### config.mk
export PLATFORM = sky130hd
export DESIGN_NAME = stk_al_ctrl
export DESIGN_NICKNAME = d
export VERILOG_FILES = /design/src/rtl/stk_al_ctrl.sv
export SDC_FILE = /design/constraint.sdc
export NUM_CORES = 1
export LEC_CHECK = 0
export ABC_AREA = 1
export BUFFER_PORTS_ARGS = -buffer_cell sky130_fd_sc_hd__buf_2
export CAP_MARGIN = 15
export CORE_ASPECT_RATIO = 1.2
export CORE_MARGIN = 1.5
export CORE_UTILIZATION = 45
export CTS_CLUSTER_DIAMETER = 150
export DETAILED_ROUTE_END_ITERATION = 16
export GPL_TIMING_DRIVEN = 0
export HOLD_SLACK_MARGIN = 0.15
export PLACE_DENSITY = 0.74
export SLEW_MARGIN = 25
export SYNTH_ARGS = -nofsm -noshare
export SYNTH_HDL_FRONTEND = slang
export SYNTH_SLANG_ARGS = --single-unit
### constraint.sdc
create_clock -name clk -period 2.2 [get_ports clk]
set_input_delay 0.44 -clock clk [delete_from_list [all_inputs] [get_ports clk]]
set_output_delay 0.44 -clock clk [all_outputs]
set_load 0.03 [all_outputs]
### src/rtl/stk_al_ctrl.sv
// Free-list allocator over an external 1R1W RAM holding a ring of free line IDs.
// Latency: alloc ID valid 1 cycle after accept; frees and init writes take effect at the next edge.
// Backpressure: alloc_rdy drops when empty, free_rdy when full, both low outside READY.
package stk_pkg;
    parameter int C_BANK_LINES_N = 8;
endpackage

module stk_al_ctrl #(
    parameter int LINES_N = stk_pkg::C_BANK_LINES_N,
    parameter int ID_W    = $clog2(LINES_N)
) (
    input  logic            clk,
    input  logic            arst_n,
    input  logic            i_init,
    output logic            o_busy_r,
    input  logic            i_alloc_vld,
    output logic            o_alloc_rdy,
    output logic            o_alloc_vld_r,
    output logic [ID_W-1:0] o_alloc_id_r,
    input  logic            i_free_vld,
    input  logic [ID_W-1:0] i_free_id,
    output logic            o_free_rdy,
    output logic            o_mem_ren,
    output logic [ID_W-1:0] o_mem_raddr,
    input  logic [ID_W-1:0] i_mem_rdata,
    output logic            o_mem_wen,
    output logic [ID_W-1:0] o_mem_waddr,
    output logic [ID_W-1:0] o_mem_wdata,
    output logic [ID_W:0]   o_cnt_r
);

    typedef enum logic [1:0] {
        ST_UNINIT = 2'd0,
        ST_INIT   = 2'd1,
        ST_READY  = 2'd2
    } state_t;

    localparam logic [ID_W:0]   CNT_FULL = (ID_W+1)'(LINES_N);
    localparam logic [ID_W-1:0] IDX_LAST = ID_W'(LINES_N - 1);
    localparam logic [ID_W-1:0] IDX_ONE  = ID_W'(1);

    state_t          state_r, state_nxt;
    logic [ID_W-1:0] widx_r, widx_nxt;
    logic [ID_W-1:0] head_r, head_nxt;
    logic [ID_W-1:0] tail_r, tail_nxt;
    logic [ID_W:0]   cnt_r, cnt_nxt;
    logic            pend_r;
    logic            alloc_acc;
    logic            free_acc;

    assign o_busy_r    = (state_r == ST_INIT);
    assign o_alloc_rdy = (state_r == ST_READY) && (cnt_r != '0);
    assign o_free_rdy  = (state_r == ST_READY) && (cnt_r != CNT_FULL);
    assign o_cnt_r     = cnt_r;

    // A restart wins over everything, including a handshake in the same cycle.
    assign alloc_acc = i_alloc_vld & o_alloc_rdy & ~i_init;
    assign free_acc  = i_free_vld & o_free_rdy & ~i_init;

    // The RAM returns data one cycle after the read; a restart in that cycle drops the result.
    assign o_alloc_vld_r = pend_r & ~i_init;
    assign o_alloc_id_r  = o_alloc_vld_r ? i_mem_rdata : '0;

    always_ff @(posedge clk or negedge arst_n) begin
        if (!arst_n) begin
            state_r <= ST_UNINIT;
            widx_r  <= '0;
            head_r  <= '0;
            tail_r  <= '0;
            cnt_r   <= '0;
            pend_r  <= 1'b0;
        end else begin
            state_r <= state_nxt;
            widx_r  <= widx_nxt;
            head_r  <= head_nxt;
            tail_r  <= tail_nxt;
            cnt_r   <= cnt_nxt;
            pend_r  <= alloc_acc;
        end
    end

    always_comb begin
        state_nxt   = state_r;
        widx_nxt    = widx_r;
        head_nxt    = head_r;
        tail_nxt    = tail_r;
        cnt_nxt     = cnt_r;
        o_mem_ren   = 1'b0;
        o_mem_raddr = head_r;
        o_mem_wen   = 1'b0;
        o_mem_waddr = tail_r;
        o_mem_wdata = i_free_id;

        if (i_init) begin
            state_nxt = ST_INIT;
            widx_nxt  = '0;
            head_nxt  = '0;
            tail_nxt  = '0;
            cnt_nxt   = '0;
        end else begin
            case (state_r)
                ST_INIT: begin
                    // Seed the ring with the identity mapping, one entry per cycle.
                    o_mem_wen   = 1'b1;
                    o_mem_waddr = widx_r;
                    o_mem_wdata = widx_r;
                    if (widx_r == IDX_LAST) begin
                        state_nxt = ST_READY;
                        widx_nxt  = '0;
                        cnt_nxt   = CNT_FULL;
                    end else begin
                        widx_nxt = widx_r + IDX_ONE;
                    end
                end
                ST_READY: begin
                    if (alloc_acc) begin
                        o_mem_ren = 1'b1;
                        head_nxt  = head_r + IDX_ONE;
                    end
                    if (free_acc) begin
                        o_mem_wen = 1'b1;
                        tail_nxt  = tail_r + IDX_ONE;
                    end
                    case ({alloc_acc, free_acc})
                        2'b10:   cnt_nxt = cnt_r - 1'b1;
                        2'b01:   cnt_nxt = cnt_r + 1'b1;
                        default: cnt_nxt = cnt_r;
                    endcase
                end
                default: ;
            endcase
        end
    end

endmodule
==> results of run 1 <==
[through the flow]
step             util  total power, mW  hold slack (ns)
2_1_floorplan       -           0.3955           0.1444
3_3_place_gp   0.5641           0.4314           0.3733
3_5_place_dp   0.5641           0.4346           0.3792
4_1_cts        0.6009           0.5996           0.4477
5_1_grt        0.6360           0.6312           0.4489
6_report       0.6360           0.5999           0.4551
[report_power, final]
group	switching [mW]	internal (mW)	total (mW)
clock	0.0946	0.0703	0.165
combinational	0.0795	0.0419	0.121
sequential	0.00999	0.304	0.314
[state kept, by name, indices dropped and copies added (netlist names)]
| signal | cells |
|---|---|
| state_r | 2 |
| pend_r | 1 |
| o_mem_raddr | 3 |
| widx_r | 3 |
| tail_r | 3 |
| o_cnt_r | 4 |
[worst max-delay path, cell delays in order, from the launching register on]
cell,delay [ns]
dfrtp_2,0.44
nor2_4,0.15
nand3_1,0.14
nand4_1,0.14
inv_1,0.10
ha_4,0.19
inv_2,0.08
ha_4,0.20
or2_2,0.30
nand3_1,0.09
nand3_1,0.07
nand2_1,0.05
nand2_1,0.04
[kinds of logic after synthesis]
| family | Yosys count | share of synthesized area |
|---|---|---|
| AND/OR/NAND/NOR | 82 | 0.3488 |
| buffers and inverters | 21 | 0.08111 |
| flip-flops | 16 | 0.3708 |
| AO/OA/AOI/OAI | 11 | 0.06025 |
| adder cells (fa/ha/maj) | 10 | 0.1228 |
| XOR/XNOR | 2 | 0.01623 |
[cell type report]
cell class                      count  area share
Multi-Input combinational cell    105      0.4603
Inverter                           19     0.04914
Sequential cell                    16      0.2793
Clock buffer                        4     0.01810
Timing Repair Buffer               40      0.1552
Buffer                              2     0.01121
Tap cell                           31     0.02672
[worst max-delay path by stage]
stage / startpoint / to / slack, ns
after global routing: o_cnt_r[1]$_DFFE_PN0P_ / o_cnt_r[3]$_DFFE_PN0P_ / -0.05
after CTS: o_cnt_r[1]$_DFFE_PN0P_ / o_cnt_r[3]$_DFFE_PN0P_ / -0.002
after detailed placement: state_r[0]$_DFFE_PN0P_ / o_cnt_r[3]$_DFFE_PN0P_ / -0.21
final: o_cnt_r[0]$_DFFE_PN0P_ / o_cnt_r[3]$_DFFE_PN0P_ / 0.10
after floorplan: state_r[0]$_DFFE_PN0P_ / o_cnt_r[3]$_DFFE_PN0P_ / 0.04
after global placement: state_r[0]$_DFFE_PN0P_ / o_cnt_r[3]$_DFFE_PN0P_ / -0.16
[metal layers]
| metal | vias up | part of all wire |
|---|---|---|
| met2 | 20 | 0.51 |
| met1 | 462 | 0.45 |
| met5 | - | 0 |
| li1 | 539 | - |
| met4 | 0 | 0.0074 |
| met3 | 4 | 0.038 |
[repair_timing]
item / CTS / global route
endpoints found under the setup margin: 3 / 8
setup buffers: 1 / 6
hold endpoints to repair: 16 / 0
hold buffers: 1 / 0
resized for setup: 8 / 8
pin swaps: 2 / 1
[layout by cell type (no fill, tap or decap), drive strengths merged]
cell type    instances
xnor2                2
or2                  2
clkbuf               5
a22o                 2
inv                 19
ha                   9
nand2               49
buf                 40
dfrtp               16
fa                   1
a21oi                2
o21ai                5
dlygate4sd3          1
a31oi                2
nand4                1
nor2                15
nand3               15
==> run metrics, run 1 <==
Core Area 2282 um2; area of the multi-input gates 668.1 um2; Site Rows 19; Reg clk slew, reported paths 0.10 ns; worst path arrival time 2.28 ns; TritonCTS clock tree done; HPWL Detailed 1818 um; root buf cell clkbuf_4; leakage power 0.8204 nW; pin count of the biggest net entering global routing 17; Hold WC Path Type in2reg; routed via count 1025; Worst Setup Start Kind register; global-route wire length before repair 3691 um; final worst-path setup slack 0.1006 ns; setup violators final 0; clock buffer depth 2; remaining antenna violation count 0; Final Cycle Share 0.9543; final slew viol count 0; ys async rst share 1.000; unique cell type count in the Yosys netlist 23; Inst Count DP 205; EDFF count, synth 0; area grow syn2layout 34.41%; Placed Area 1287 um2; #FFs+latches synth 16; total track usage 0.1831; Final Skew 0.007407 ns; max-cap viol count 0; share of layout cells above drive strength 1 0.3763; initial core utilization 0.4731; GRT met2 Usage 0.3067; RR Startpoint o_cnt_r[0]$_DFFE_PN0P_; IO buf count 32; CP Class reg2reg; initial antenna violation count 0; final wirelength 2428 um; Hold Startpoint i_alloc_vld; gr busiest metal met2; CTS buffer count 3; die width 47.72 um; Slew headroom 0.7577; average wire per standard cell 11.19 um; top-area cell type share of the netlist area 0.3708; H-tree Lvls 1; synth top area cells dfrtp_1 (37%), nand2_1 (17%), ha_1 (10%), nand3_1 (6.0%), inv_1 (5.9%); reg2reg setup slack 0.10 ns; Worst EP required 2.38 ns; cells on worst reg2reg path 12; final hold vios 0; GPL Wtd Cong 0.8406; outcome finished, final reports clean; Synth area leader dfrtp_1; Cells after Synth 142; vias in the first global route 914; Synthesized Nets 163; drt initial violations 15; Setup WS pre-CTS -0.2109 ns; clock latency at the later pin of the worst-skew pair 0.28 ns; die height 56.66 um; # diodes 0; Syn Area/Cell 7.604 um2; DIE AREA 2704 um2; Synth top cells by count nand2_1 (48), inv_1 (17), dfrtp_1 (16); Hold Crit Depth 3; worst slew pin tran 0.3634 ns; mapped cell area 1080 um2; CTS Sinks 16; Seq/Total Area, Yosys 0.3708; Layout Cells excl Fill 217; GRT met1 Usage 0.2386; Primary FF master, synth dfrtp_1; I/O pin count 33; GR Overflow Total 0; Hold Path End pend_r$_DFF_PN0_; number of remaining DRC errors 0; vias per cell 4.724; top-count cell post-synth nand2_1; Fillers 214; synth warn 0; setup tns final 0 ns; Pre-antenna DRT Iters 4; RR Endpoint o_cnt_r[3]$_DFFE_PN0P_; PwrDens 413.3 nW/um2; Max Freq 476.3 MHz; Sequential Area 405.4 um2; Worst Setup End Kind register; Final nets 208; met3 GRT Util 0.03537; Max VDD drop 0.0003133 V; fin area 1451 um2; fin crit period 2.099 ns; Worst Path Max Fanout 4
Power figures use the tool's default switching activity.
==> run 2, diff against run 1 <==
BUFFER_PORTS_ARGS = default   (was -buffer_cell sky130_fd_sc_hd__buf_2)
CORE_UTILIZATION = 50   (was 45)
DONT_BUFFER_PORTS = 1   (was default)
PLACE_DENSITY = default   (was 0.74)
clock period = 2.4 ns   (was 2.2 ns; I/O delays follow)
==> run 2 against run 1 <==
Against the previous run: wire length shrank 6.8%; combinational power is 31% lower; non-clock buffer count shrank 34; sequential power down 6%; fmax is 8.6% lower; global-route usage up 0.79 points; flip-flop and latch count unchanged; die area is 9.4% lower; clock power fell by 13%; utilization decreased by 2.7 points; sequential share of layout area grew 4.5 points.
==> run metrics, run 2 (synthesized netlist as in run 1, its figures left out) <==
outcome finished, final reports clean; Reg clk slew, reported paths 0.09 ns (about the same); Layout Cells excl Fill 181 (-17%); Worst path max stage delay 0.52 ns (+0.08 ns); final total power 0.5224 mW (-13%); CTS buffer count 3 (unchanged); Final Skew 0.002448 ns (-0.004959 ns); clock buffer depth 2 (unchanged); Worst Setup Start Kind register; pin count of the biggest net entering global routing 17 (unchanged); initial core utilization 0.5269 (+0.05373); root buf cell clkbuf_4; Core Area 2049 um2 (-10%); GR Overflow Total 0 (unchanged); Cell Chain, Critical Path nor2_4 > nand3_2 > nand3_4 > nor2_4 > inv_1 > ha_4 > inv_1 > ha_1 > or2_2 > nand3_1 > nand3_1 > nand2_1 > nand2_1; vias in the first global route 835 (-8.6%); die width 45.42 um (-4.8%); leakage power 0.6579 nW (-20%); initial antenna violation count 0 (unchanged); H-tree Lvls 1 (unchanged); CP Class reg2reg; drt initial violations 13 (-2); Largest delay share family, worst path simple AND/OR/NAND/NOR gates; Max Freq 435.2 MHz (-8.6%); CP max stage cell dfrtp_2; IO buf count 0 (-100%); global-route wire length before repair 3408 um (-7.7%); remaining antenna violation count 0 (unchanged); Fillers 205 (-4.2%); most frequent cells in the layout nand2_1 (48), inv_1 (17), dfrtp_1 (12); PwrDens 418.3 nW/um2 (+1.2%); die height 53.91 um (-4.9%); final slew viol count 0 (unchanged); commonest non-fill, non-tap cell in the layout nand2_1; GPL Wtd Cong 0.7228 (-14%); CTS Sinks 16 (unchanged); worst path buffer plus inverter count 2 (unchanged); Final nets 174 (-16%); # diodes 0 (unchanged); number of remaining DRC errors 0 (unchanged); TritonCTS clock tree done; Pre-antenna DRT Iters 4 (unchanged); Inst Count DP 172 (-16%); max-cap viol count 0 (unchanged); Worst Setup End Kind register; Final Util 0.6093 (-0.02668); Worst Path Max Fanout 6 (+2); DIE AREA 2448 um2 (-9.4%); worst slew pin tran 0.7561 ns (+0.3927 ns); setup violators final 0 (unchanged); share of layout cells above drive strength 1 0.2119 (-0.1644); RSZ-0062 raised after global routing yes; Site Rows 18 (-1); routed via count 935 (-8.8%); HPWL Detailed 1686 um (-7.3%); fin area 1249 um2 (-14%); final hold vios 0 (unchanged); average wire per standard cell 12.50 um (+12%); vias per cell 5.166 (+9.4%); fin crit period 2.298 ns (+0.1982 ns); I/O pin count 33 (unchanged); worst path arrival time 2.48 ns (+0.20 ns); Slew headroom 0.4936 (-0.2642); area grow syn2layout 15.64%; total track usage 0.1910 (+0.007948); final wirelength 2262 um (-6.8%); Worst EP required 2.58 ns (+0.20 ns); Final Cycle Share 0.9573 (+0.003078); clock latency at the later pin of the worst-skew pair 0.29 ns (about the same); Max VDD drop 0.0002770 V (-12%); Placed Area 1117 um2 (-13%); Largest register FFs 4 (unchanged); Hold WC Path Type in2reg
run 2: final cells by class:
cell class	instances	area [um2]	area share
multi-input combinational	105	648.1	0.5190
sequential	16	405.4	0.3246
inverter	19	71.32	0.05711
timing repair buffer	6	47.55	0.03808
tap	30	37.54	0.03006
clock buffer	3	22.52	0.01804
buffer	2	16.27	0.01303
run 2: metrics by stage:
stage | TNS [ns] | hold slack (ns) | setup WS (ns)
2_1_floorplan | 0 | 0.1844 | 0.1573
4_1_cts | 0 | 0.3873 | 0.01541
3_3_place_gp | -0.07710 | 0.1848 | -0.07710
6_report | 0 | 0.3621 | 0.1024
3_5_place_dp | -0.1036 | 0.1848 | -0.1036
5_1_grt | -0.03374 | 0.3572 | -0.02775
run 2: worst paths after layout:
kind | from | end | slack, ns | cells past startpoint
setup / recovery | o_cnt_r[0]$_DFFE_PN0P_ | o_cnt_r[3]$_DFFE_PN0P_ | 0.10 | 13
hold / removal | i_alloc_vld | pend_r$_DFF_PN0_ | 0.36 | 2
setup reg to reg | o_cnt_r[0]$_DFFE_PN0P_ | o_cnt_r[3]$_DFFE_PN0P_ | 0.10 | 13
hold reg to reg | state_r[0]$_DFFE_PN0P_ | state_r[0]$_DFFE_PN0P_ | 0.53 | 2
max in group asynchronous | arst_n | o_cnt_r[3]$_DFFE_PN0P_ | 1.19 | 1
min in group asynchronous | arst_n | widx_r[1]$_DFFE_PN0P_ | 0.69 | 1
run 2: power breakdown:
part	internal (mW)	switching, mW	leakage (nW)
combinational	0.0245	0.0590	0.437
sequential	0.278	0.0173	0.207
clock	0.0583	0.0850	0.0138
run 2: layer usage:
layer	GRT usage	part of all wire	vias up
li1	-	-	473
met1	0.2306	0.44	433
met2	0.3357	0.50	25
met3	0.02685	0.043	4
met4	0.07353	0.011	0
met5	0	0	-
run 2: timing repair:
item	CTS	global route
setup buffers	0	5
hold buffers	1	0
resized for setup	9	6
cloned	0	0
endpoints found under the setup margin	8	3
pin swaps	0	2
endpoints found under the hold margin	16	0
==> run 3, diff against run 2 <==
CORE_UTILIZATION = 40   (was 50)
==> run 3 against run 2 <==
Against the previous run: largest power group unchanged; utilization decreased by 12 points; first-iteration DRC count is 7.7% lower; sequential power hardly changed; design area grew 0.60%; critical path type is now reg2out; count of clock-buffer cells in the layout is 1 higher; clock power rose by 26%; global-route usage down 2.5 points.
==> run metrics, run 3 (synthesized netlist as in run 1, its figures left out) <==
Hold WC Path Type in2reg; Worst Setup Start Kind register; Final Cycle Share 0.9394 (-0.01792); number of remaining DRC errors 0 (unchanged); final hold vios 0 (unchanged); Final Skew 0.0005684 ns (-0.001879 ns); commonest non-fill, non-tap cell in the layout nand2_1; Psw 0.1633 mW (+1.2%); leakage power 0.6462 nW (-1.8%); Net Sw Frac 0.2921 (-0.01672); total track usage 0.1663 (-0.02469); Max VDD drop 0.0002680 V (-3.3%); Worst Setup End Kind primary output; TritonCTS clock tree done; clock buffer depth 2 (unchanged); H-tree Lvls 1 (unchanged); fin crit period 2.255 ns (-0.04301 ns); GPL Wtd Cong 0.7158 (-0.97%); Comb power frac 0.149 (-0.011); Reg clk slew, reported paths 0.10 ns (about the same); Worst EP required 1.92 ns (-0.66 ns); Largest register FFs 4 (unchanged); routed via count 913 (-2.4%); remaining antenna violation count 0 (unchanged); Max Freq 443.5 MHz (+1.9%); I/O pin count 33 (unchanged); pin count of the biggest net entering global routing 17 (unchanged); final slew viol count 0 (unchanged); Placed Area 1121 um2 (+0.34%); Internal 0.3958 mW (+9.6%); final total power 0.5591 mW (+7.0%); setup violators final 0 (unchanged); CP Class reg2out; average wire per standard cell 12.30 um (-1.6%); die height 59.92 um (+11%); reg2reg setup slack 0.18 ns (+0.08 ns); HPWL Detailed 1748 um (+3.7%); vias per cell 5.044 (-2.4%); drt initial violations 12 (-1); root buf cell clkbuf_4; IO buf count 0 (unchanged); Site Rows 20 (+2); Pre-antenna DRT Iters 4 (unchanged); Worst Path Max Fanout 7 (+1); Fin Hold WS 0.3560 ns (-0.006019 ns); PwrDens 445.1 nW/um2 (+6.4%); Final nets 170 (-2.3%); max-cap viol count 0 (unchanged); final wirelength 2226 um (-1.6%); worst path arrival time 1.77 ns (-0.71 ns); vias in the first global route 891 (+6.7%); worst slew pin tran 0.7450 ns (-0.01113 ns); share of layout cells above drive strength 1 0.2162 (+0.004296); initial core utilization 0.4230 (-0.1038); Core Area 2552 um2 (+25%); Slew headroom 0.5010 (+0.007453); fin area 1256 um2 (+0.60%); Reg power frac 0.529 (-0.037); die width 50.43 um (+11%); RSZ-0062 raised after global routing yes; DIE AREA 3022 um2 (+23%); global-route wire length before repair 3781 um (+11%); clock latency at the later pin of the worst-skew pair 0.28 ns (about the same); initial antenna violation count 0 (unchanged); CTS Sinks 16 (unchanged); # diodes 0 (unchanged); area grow syn2layout 16.34%; CTS buffer count 3 (unchanged); GR Overflow Total 0 (unchanged); clock network power share 0.322 (+0.048); outcome finished, final reports clean; most frequent cells in the layout nand2_1 (48), inv_1 (14), dfrtp_1 (12)
## run 3: area by class of cell
| class | instances | area [um2] |
|---|---|---|
| multi-input combinational | 105 | 668.1 |
| clock buffer | 4 | 36.28 |
| fill | 268 | 1296 |
| sequential | 16 | 405.4 |
| tap | 33 | 41.29 |
| inverter | 19 | 71.32 |
| buffer | 2 | 16.27 |
| timing repair buffer | 2 | 17.52 |
## run 3: critical path, cell delays in order (launching register included)
cell and delay [ns]:
dfrtp_1 0.44, inv_1 0.13, ha_4 0.24, inv_1 0.09, nor2_4 0.14, inv_1 0.16, a21oi_4 0.30
## run 3: worst paths after layout
kind / start / endpoint / cells after the start
setup / recovery: state_r[1]$_DFFE_PN0P_ / o_mem_wen / 6
hold / removal: i_alloc_vld / pend_r$_DFF_PN0_ / 2
setup reg to reg: o_cnt_r[0]$_DFFE_PN0P_ / o_cnt_r[3]$_DFFE_PN0P_ / 13
hold reg to reg: widx_r[0]$_DFFE_PN0P_ / widx_r[0]$_DFFE_PN0P_ / 1
max in group asynchronous: arst_n / o_cnt_r[3]$_DFFE_PN0P_ / 1
min in group asynchronous: arst_n / widx_r[0]$_DFFE_PN0P_ / 1
## run 3: metal layers
metal  share of wire  wire (um)  vias to the layer above  global-route usage
li1                -          -                      464                   -
met1            0.44        972                      427              0.1900
met2            0.51       1136                       20              0.2876
met3           0.037         83                        2             0.03000
met4           0.015         34                        0              0.1042
met5               0          0                        -                   0
## run 3: power groups by stage
stage	clock, mW	combinational, mW	sequential (mW)
after floorplan	0	0.0636	0.298
after global placement	0	0.0702	0.300
after detailed placement	0	0.0726	0.301
after CTS	0.187	0.0814	0.295
after global routing	0.199	0.0932	0.298
final	0.180	0.0834	0.296
## run 3: per-stage QoR
step | setup slack, ns | util | TNS (ns) | std cells
2_1_floorplan | 0.1573 | - | 0 | 142
3_5_place_dp | -0.06295 | 0.4392 | -0.09585 | 175
4_1_cts | -0.006806 | 0.4657 | -0.006806 | 180
3_3_place_gp | -0.05328 | 0.4392 | -0.05328 | 175
6_report | 0.1454 | 0.4922 | 0 | 181
5_1_grt | 0.003187 | 0.4922 | 0 | 181
## run 3: repair_timing
action | CTS | global route
gates resized for setup | 8 | 12
pin swaps | 0 | 2
buffers inserted | 0 | 1
cloned | 0 | 0
hold buffers | 1 | 0
hold endpoints to repair | 16 | 0
setup endpoints to repair | 8 | 8
